File: config.mk
export PLATFORM = sky130hd
export DESIGN_NAME = stream_merge_flat
export DESIGN_NICKNAME = d
export VERILOG_FILES = /design/src/rtl/stream_pkg.sv /design/src/rtl/stream_if.sv /design/src/rtl/stream_fifo.sv /design/src/rtl/stream_merge.sv /design/src/flat_wrapper.sv
export SDC_FILE = /design/constraint.sdc
export NUM_CORES = 1
export LEC_CHECK = 0
export ABC_AREA = 1
export BUFFER_PORTS_ARGS = -buffer_cell sky130_fd_sc_hd__buf_2
export CORE_MARGIN = 1
export CORE_UTILIZATION = 60
export DETAILED_ROUTE_END_ITERATION = 7
export HOLD_SLACK_MARGIN = 0.15
export PLACE_DENSITY_LB_ADDON = 0.15
export SLEW_MARGIN = 30
export SYNTH_ARGS = -nofsm -noshare
export SYNTH_HDL_FRONTEND = slang
export SYNTH_HIERARCHICAL = 1
export SYNTH_SLANG_ARGS = --single-unit
export TNS_END_PERCENT = 30
File: constraint.sdc
create_clock -name clk -period 2.6 [get_ports clk]
set_input_delay 0.26 -clock clk [delete_from_list [all_inputs] [get_ports clk]]
set_output_delay 0.26 -clock clk [all_outputs]
set_load 0.01 [all_outputs]
File: src/rtl/stream_pkg.sv
// rtl/stream_pkg.sv - shared helpers for the stream merge slice
package stream_pkg;

    // Id width for a lane count; a single lane still gets a 1-bit id.
    function automatic int idw(input int n);
        return (n > 1) ? $clog2(n) : 1;
    endfunction

endpackage

File: src/rtl/stream_if.sv
// rtl/stream_if.sv - LANES-wide valid/ready/last/data stream bundle with src and snk views
interface stream_if #(
    parameter int LANES = 1,
    parameter int WIDTH = 8
);
    logic [LANES-1:0]            valid;
    logic [LANES-1:0]            ready;
    logic [LANES-1:0]            last;
    logic [LANES-1:0][WIDTH-1:0] data;

    modport src (output valid, output last, output data, input ready);
    modport snk (input valid, input last, input data, output ready);
endinterface

File: src/rtl/stream_fifo.sv
// rtl/stream_fifo.sv - single-lane DEPTH-entry circular FIFO
// clk, rst (sync, active high); push/push_data write side; pop/pop_data read side
// (pop_data shows the head); full/empty come straight from the pointer flops.
module stream_fifo #(
    parameter int W     = 9,
    parameter int DEPTH = 2
) (
    input  logic         clk,
    input  logic         rst,
    input  logic         push,
    input  logic [W-1:0] push_data,
    input  logic         pop,
    output logic [W-1:0] pop_data,
    output logic         full,
    output logic         empty
);
    localparam int AW = $clog2(DEPTH);
    localparam logic [AW:0] PTR_ONE = {{AW{1'b0}}, 1'b1};

    // One extra pointer bit tells a full buffer from an empty one.
    logic [AW:0]  wr_q, wr_d, rd_q, rd_d;
    logic [W-1:0] mem_q [DEPTH];
    logic [W-1:0] mem_d [DEPTH];

    assign full     = (wr_q[AW] != rd_q[AW]) && (wr_q[AW-1:0] == rd_q[AW-1:0]);
    assign empty    = (wr_q == rd_q);
    assign pop_data = mem_q[rd_q[AW-1:0]];

    always_comb begin
        wr_d  = wr_q;
        rd_d  = rd_q;
        mem_d = mem_q;
        // A full FIFO refuses the push even when a pop frees a slot this cycle.
        if (push && !full) begin
            mem_d[wr_q[AW-1:0]] = push_data;
            wr_d                = wr_q + PTR_ONE;
        end
        if (pop && !empty) begin
            rd_d = rd_q + PTR_ONE;
        end
    end

    always_ff @(posedge clk) begin
        if (rst) begin
            wr_q <= '0;
            rd_q <= '0;
            for (int i = 0; i < DEPTH; i++) begin
                mem_q[i] <= '0;
            end
        end else begin
            wr_q  <= wr_d;
            rd_q  <= rd_d;
            mem_q <= mem_d;
        end
    end
endmodule

File: src/rtl/stream_merge.sv
// rtl/stream_merge.sv - CHANNELS-to-1 round-robin stream merger, optional STREAM_MERGE_PACKET_LOCK_EN
// clk, rst (sync, active high); in: stream_if.snk, CHANNELS lanes, ready driven here;
// out: stream_if.src, one registered lane; out_id: source lane of the out beat;
// busy: any lane FIFO holds data or out.valid is high.
// With STREAM_MERGE_PACKET_LOCK_EN defined, a lane keeps the grant from its first
// last=0 beat until its last=1 beat has been loaded.
module stream_merge
    import stream_pkg::*;
#(
    parameter int  CHANNELS = 4,
    parameter int  WIDTH    = 8,
    parameter int  DEPTH    = 2,
    localparam int IDW      = idw(CHANNELS)
) (
    input  logic           clk,
    input  logic           rst,
    stream_if.snk          in,
    stream_if.src          out,
    output logic [IDW-1:0] out_id,
    output logic           busy
);
    typedef struct packed {
        logic             last;
        logic [WIDTH-1:0] data;
    } beat_t;

    logic [CHANNELS-1:0] full, empty, pop, ready;
    beat_t               head [CHANNELS];

    // Ready depends only on the registered full flags, never on out.ready.
    assign ready    = ~full & {CHANNELS{~rst}};
    assign in.ready = ready;

    for (genvar g = 0; g < CHANNELS; g++) begin : g_lane
        stream_fifo #(
            .W     ($bits(beat_t)),
            .DEPTH (DEPTH)
        ) u_fifo (
            .clk       (clk),
            .rst       (rst),
            .push      (in.valid[g] && ready[g]),
            .push_data ({in.last[g], in.data[g]}),
            .pop       (pop[g]),
            .pop_data  (head[g]),
            .full      (full[g]),
            .empty     (empty[g])
        );
    end

    logic             valid_q, valid_d;
    logic             last_q, last_d;
    logic [WIDTH-1:0] data_q, data_d;
    logic [IDW-1:0]   id_q, id_d;
    logic [IDW-1:0]   ptr_q, ptr_d;
`ifdef STREAM_MERGE_PACKET_LOCK_EN
    logic             lock_q, lock_d;
    logic [IDW-1:0]   lock_id_q, lock_id_d;
`endif

    logic [IDW-1:0] grant, idx, grant_nxt;
    logic           found;

    always_comb begin
        valid_d = valid_q;
        last_d  = last_q;
        data_d  = data_q;
        id_d    = id_q;
        ptr_d   = ptr_q;
        pop     = '0;
        grant   = '0;
        idx     = '0;
        found   = 1'b0;
`ifdef STREAM_MERGE_PACKET_LOCK_EN
        lock_d    = lock_q;
        lock_id_d = lock_id_q;
`endif
        // First non-empty lane at or after the pointer, wrapping.
        for (int k = 0; k < CHANNELS; k++) begin
            idx = IDW'((int'(ptr_q) + k) % CHANNELS);
            if (!found && !empty[idx]) begin
                found = 1'b1;
                grant = idx;
            end
        end
`ifdef STREAM_MERGE_PACKET_LOCK_EN
        // Mid-packet only the locked lane may load, even while it is empty.
        if (lock_q) begin
            grant = lock_id_q;
            found = !empty[lock_id_q];
        end
`endif
        grant_nxt = (int'(grant) == CHANNELS - 1) ? '0 : grant + IDW'(1);

        if (!valid_q || out.ready[0]) begin
            if (found) begin
                pop[grant] = 1'b1;
                valid_d    = 1'b1;
                last_d     = head[grant].last;
                data_d     = head[grant].data;
                id_d       = grant;
`ifdef STREAM_MERGE_PACKET_LOCK_EN
                if (head[grant].last) begin
                    lock_d = 1'b0;
                    ptr_d  = grant_nxt;
                end else begin
                    lock_d    = 1'b1;
                    lock_id_d = grant;
                end
`else
                ptr_d = grant_nxt;
`endif
            end else begin
                valid_d = 1'b0;
            end
        end
    end

    always_ff @(posedge clk) begin
        if (rst) begin
            valid_q <= 1'b0;
            last_q  <= 1'b0;
            data_q  <= '0;
            id_q    <= '0;
            ptr_q   <= '0;
        end else begin
            valid_q <= valid_d;
            last_q  <= last_d;
            data_q  <= data_d;
            id_q    <= id_d;
            ptr_q   <= ptr_d;
        end
    end

`ifdef STREAM_MERGE_PACKET_LOCK_EN
    always_ff @(posedge clk) begin
        if (rst) begin
            lock_q    <= 1'b0;
            lock_id_q <= '0;
        end else begin
            lock_q    <= lock_d;
            lock_id_q <= lock_id_d;
        end
    end
`endif

    assign out.valid = valid_q;
    assign out.last  = last_q;
    assign out.data  = data_q;
    assign out_id    = id_q;
    assign busy      = (|(~empty)) || valid_q;
endmodule

File: src/flat_wrapper.sv
// flat-port wrapper written by rule: the top's interface ports become plain ports
module stream_merge_flat import stream_pkg::*;
#(
    parameter int  CHANNELS = 4,
    parameter int  WIDTH    = 8,
    parameter int  DEPTH    = 2,
    localparam int IDW      = idw(CHANNELS)
)
  (clk, rst, out_id, busy, in_valid, in_last, in_data, in_ready, out_valid, out_last, out_data, out_ready);
  stream_if #(.LANES((4)), .WIDTH(WIDTH)) in_i ();
  stream_if #(.LANES(1), .WIDTH(WIDTH)) out_i ();
  input  logic clk;
  input  logic rst;
  output logic [IDW-1:0] out_id;
  output logic busy;
  input wire logic [$bits(in_i.valid)-1:0] in_valid;
  input wire logic [$bits(in_i.last)-1:0] in_last;
  input wire logic [$bits(in_i.data)-1:0] in_data;
  output wire logic [$bits(in_i.ready)-1:0] in_ready;
  output wire logic [$bits(out_i.valid)-1:0] out_valid;
  output wire logic [$bits(out_i.last)-1:0] out_last;
  output wire logic [$bits(out_i.data)-1:0] out_data;
  input wire logic [$bits(out_i.ready)-1:0] out_ready;
  assign in_i.valid = in_valid;
  assign in_i.last = in_last;
  assign in_i.data = in_data;
  assign in_ready = in_i.ready;
  assign out_valid = out_i.valid;
  assign out_last = out_i.last;
  assign out_data = out_i.data;
  assign out_i.ready = out_ready;
  stream_merge #(.CHANNELS(CHANNELS), .WIDTH(WIDTH), .DEPTH(DEPTH)) u_core (.clk(clk), .rst(rst), .in(in_i), .out(out_i), .out_id(out_id), .busy(busy));
endmodule
==> flow_summary.toml <==
[worst_hold_path]
hold_path.class = "in -> reg"
min_from = "out_ready"

[placed_design]
finalWeightedCongestion = 0.879
portBuffers = 59
place_ws_ps = 208
dp.final_hpwl_um = 9780
placed_area_sq_um = 6780

[sta]
max_slew.worst_pin.slew_ps = 573
max-slew-margin-rel_pct = 61.8
finalSetupViolations = 0
finalCritPeriodShare_pct = 89.3
slew_violations = 0
max_freq_mhz = 431
post-route-min-period_ps = 2320
rsz0062_at_grt = "false"
finalHoldViolCount = 0
finClkSkew_ps = 12.4
tns_ps = 0
layout_setup_ws_ps = 279

[global_routing]
grt_usage_pct = 25.9
antenna_found_initial = 0
grt-ovfl-total = 0
grt_pass1_vias = 5241
grt_max_degree = 24
grt_first_pass_wirelength_um = 23300

[power_and_ir_drop]
total_power_mw = 5.57
seqPwrFrac_pct = 33.0
p_sw_share_pct = 43.2
p_leak_nw = 3.74
power.density_nw_per_um2 = 794
p_clk_share_pct = 19.7
pwr-share-comb_pct = 47.3
power.switching_mw = 2.40
vdd_drop_max_v = 0.000452
internal_power_mw = 3.16

[route]
routed-wl-met2_um = 6300
via_per_inst = 4.84
antenna_left = 0
wl_met3_um = 556
m1WireLength_um = 6580
drtIter0Drc = 328
top_layer = "met4"
first_pass_iters = 5
via_count = 6055
wl_per_cell_um = 10.9
routed_wl_um = 13700
drc_errors = 0

[setup_path]
start_kind = "flip-flop"
required_ps = 2840
arrival_ps = 2560
reg2reg_depth = 17
setup.worst_path.end_class = "flip-flop"
r2r-start = "u_core/g_lane[1].u_fifo/wr_q[0]"
crit_path_end = "u_core/g_lane[2].u_fifo/rd_q[0]"
cp-startpoint = "u_core/g_lane[1].u_fifo/wr_q[0]"
critical_path_class = "reg -> reg"
r2r_slack_ps = 280
r2r_end = "u_core/g_lane[2].u_fifo/rd_q[0]"
crit_fanout = 6

[final_layout]
area_delta_synth_final_pct = 10.4
fin_area_sq_um = 7010
final_cell_mix = "299 x nand2_1, 255 x inv_1, 103 x nor2_1"
n_antenna_cell = 0
final_nets = 1153
drive_above_1_share_pct = 13.6
layout_commonest_cell = "nand2_1"

[die]
die-width_um = 105
core_sq_um = 10300
ioPinCount = 60
dieArea_sq_um = 11000
initial_utilization_pct = 61.8
die_y_um = 105
placementRows = 37

[yosys]
synth.net_count = 1103
synth-adder-area-share_pct = 0.197
synth.yosys.seq_area_share_pct = 32.2
synth.mux.area_fraction_pct = 0
syn_inst = 1059
synthFlopType = "dfxtp_1"
synthesis.area_sq_um = 6350
yosysUniqueCellTypes = 28
synthSimpleGateAreaFrac_pct = 42.0
synth_xor_area_share_pct = 1.10
ys_warn_count = 6
yosys_register_bits = 102
synth_edf_count = 0
synth-compound-area-share_pct = 4.91
syn_avg_cell_area_sq_um = 6.00
ys_async_sr_fraction_pct = 0
synth_top_family_by_area = "simple AND/OR/NAND/NOR gates"

[clock_tree]
cts_tree = "built"
clk_path_buf_depth = 2
cts_sinks = 102
clock_latency_ps = 370
cts_buffers = 9
cts_root_buffer = "clkbuf_8"
clk_pin_slew_worst_paths_ps = 100
post-cts-setup-buffer-count = 0
htree_levels = 3

[flow_run]
cap_violations = 0

[status]
outcome = "finished clean"
==> critical path, stage by stage, from the launching register on <==
cell     delay (ps)
dfxtp_1         440
nand2_1          80
nand2_1         130
nand2_1         130
inv_1            90
inv_1            70
nand2_2          90
nand3_2         100
nand2_4         130
inv_1            50
nor2_1           90
nand4_1         110
nand3_2         120
nand2_1         110
nor2_1          230
nand2_1         110
nand2_1          70
a21oi_1          50
==> power groups by stage <==
stage | clock (mW) | combinational (mW) | sequential [mW]
3_5_place_dp | 0 | 2.59 | 1.88
4_1_cts | 1.13 | 2.60 | 1.84
5_1_grt | 1.19 | 2.95 | 1.86
2_1_floorplan | 0 | 1.94 | 1.87
6_report | 1.09 | 2.63 | 1.84
3_3_place_gp | 0 | 2.55 | 1.87
==> flip-flops by register name (all words and copies together), names as in the netlist <==
signal	count
u_core/g_lane.u_fifo/mem_q	72
u_core/g_lane.u_fifo/rd_q	8
u_core/g_lane.u_fifo/wr_q	8
u_core/out.data	8
u_core/out_id	2
u_core/ptr_q	2
u_core/out.last	1
u_core/out.valid	1
==> final cells by class <==
class	instances	area, sq um
fillers	1040	3270
multi-input cells	645	3100
flip-flops and latches	102	2040
inverters	267	1000
repair buffers	84	483
well taps	136	170
clock buffers	10	128
clock inverters	6	86.3
==> cell usage after synthesis, types with 4 or more instances <==
master	count	area, sq um
buf_2	12	60.1
nand4_1	74	463
nand3_4	5	87.6
nor2_1	104	390
a21oi_1	19	95.1
clkinv_1	4	15.0
nand2_2	11	68.8
nand3_1	59	295
dfxtp_1	102	2040
xor2_1	8	70.1
nand3_2	7	70.1
nand2_1	301	1130
nand2_4	8	90.1
inv_2	8	30.0
buf_6	6	67.6
buf_4	5	37.5
inv_1	255	957
o21ai_0	37	185
nor3b_1	4	30.0
clkbuf_1	22	82.6
==> worst min path at each step <==
stage                                            endpoint  slack, ps  cells after the start
after floorplan           u_core/g_lane[0].u_fifo/rd_q[0]        330                      1
after detailed placement                 u_core/out_id[0]        460                      2
after global placement                   u_core/out_id[0]        450                      2
final                                    u_core/out.valid        170                      4
after CTS                                u_core/out.valid        150                      4
after global routing                     u_core/out.valid        170                      4
==> what timing repair did <==
action / in CTS / in global routing
endpoints found under the hold margin: 0 / 0
hold buffers: 0 / 0
gates resized for setup: 0 / 7
setup endpoints to repair: 0 / 10
==> through the flow <==
stage               util, %  std cells  hold slack (ps)
finish                 68.2       1250              171
global route           68.2       1250              173
CTS                    68.0       1250              154
detailed placement     65.9       1234              460
global placement       65.9       1234              452
floorplan                 -       1059              329
==> layer usage <==
| layer | global-route usage, % | vias up |
|---|---|---|
| met5 | 0 | - |
| met4 | 7.65 | 0 |
| met3 | 4.24 | 18 |
| met2 | 44.1 | 127 |
| met1 | 33.6 | 2628 |
| li1 | - | 3282 |
==> logic make-up after synthesis <==
kind of cell | count (synthesis)
xor+xnor | 8
buf+inv | 312
simple gates | 577
compound gates | 59
flops | 102
fa+ha+maj | 1
(Power assumes the default switching activity.)
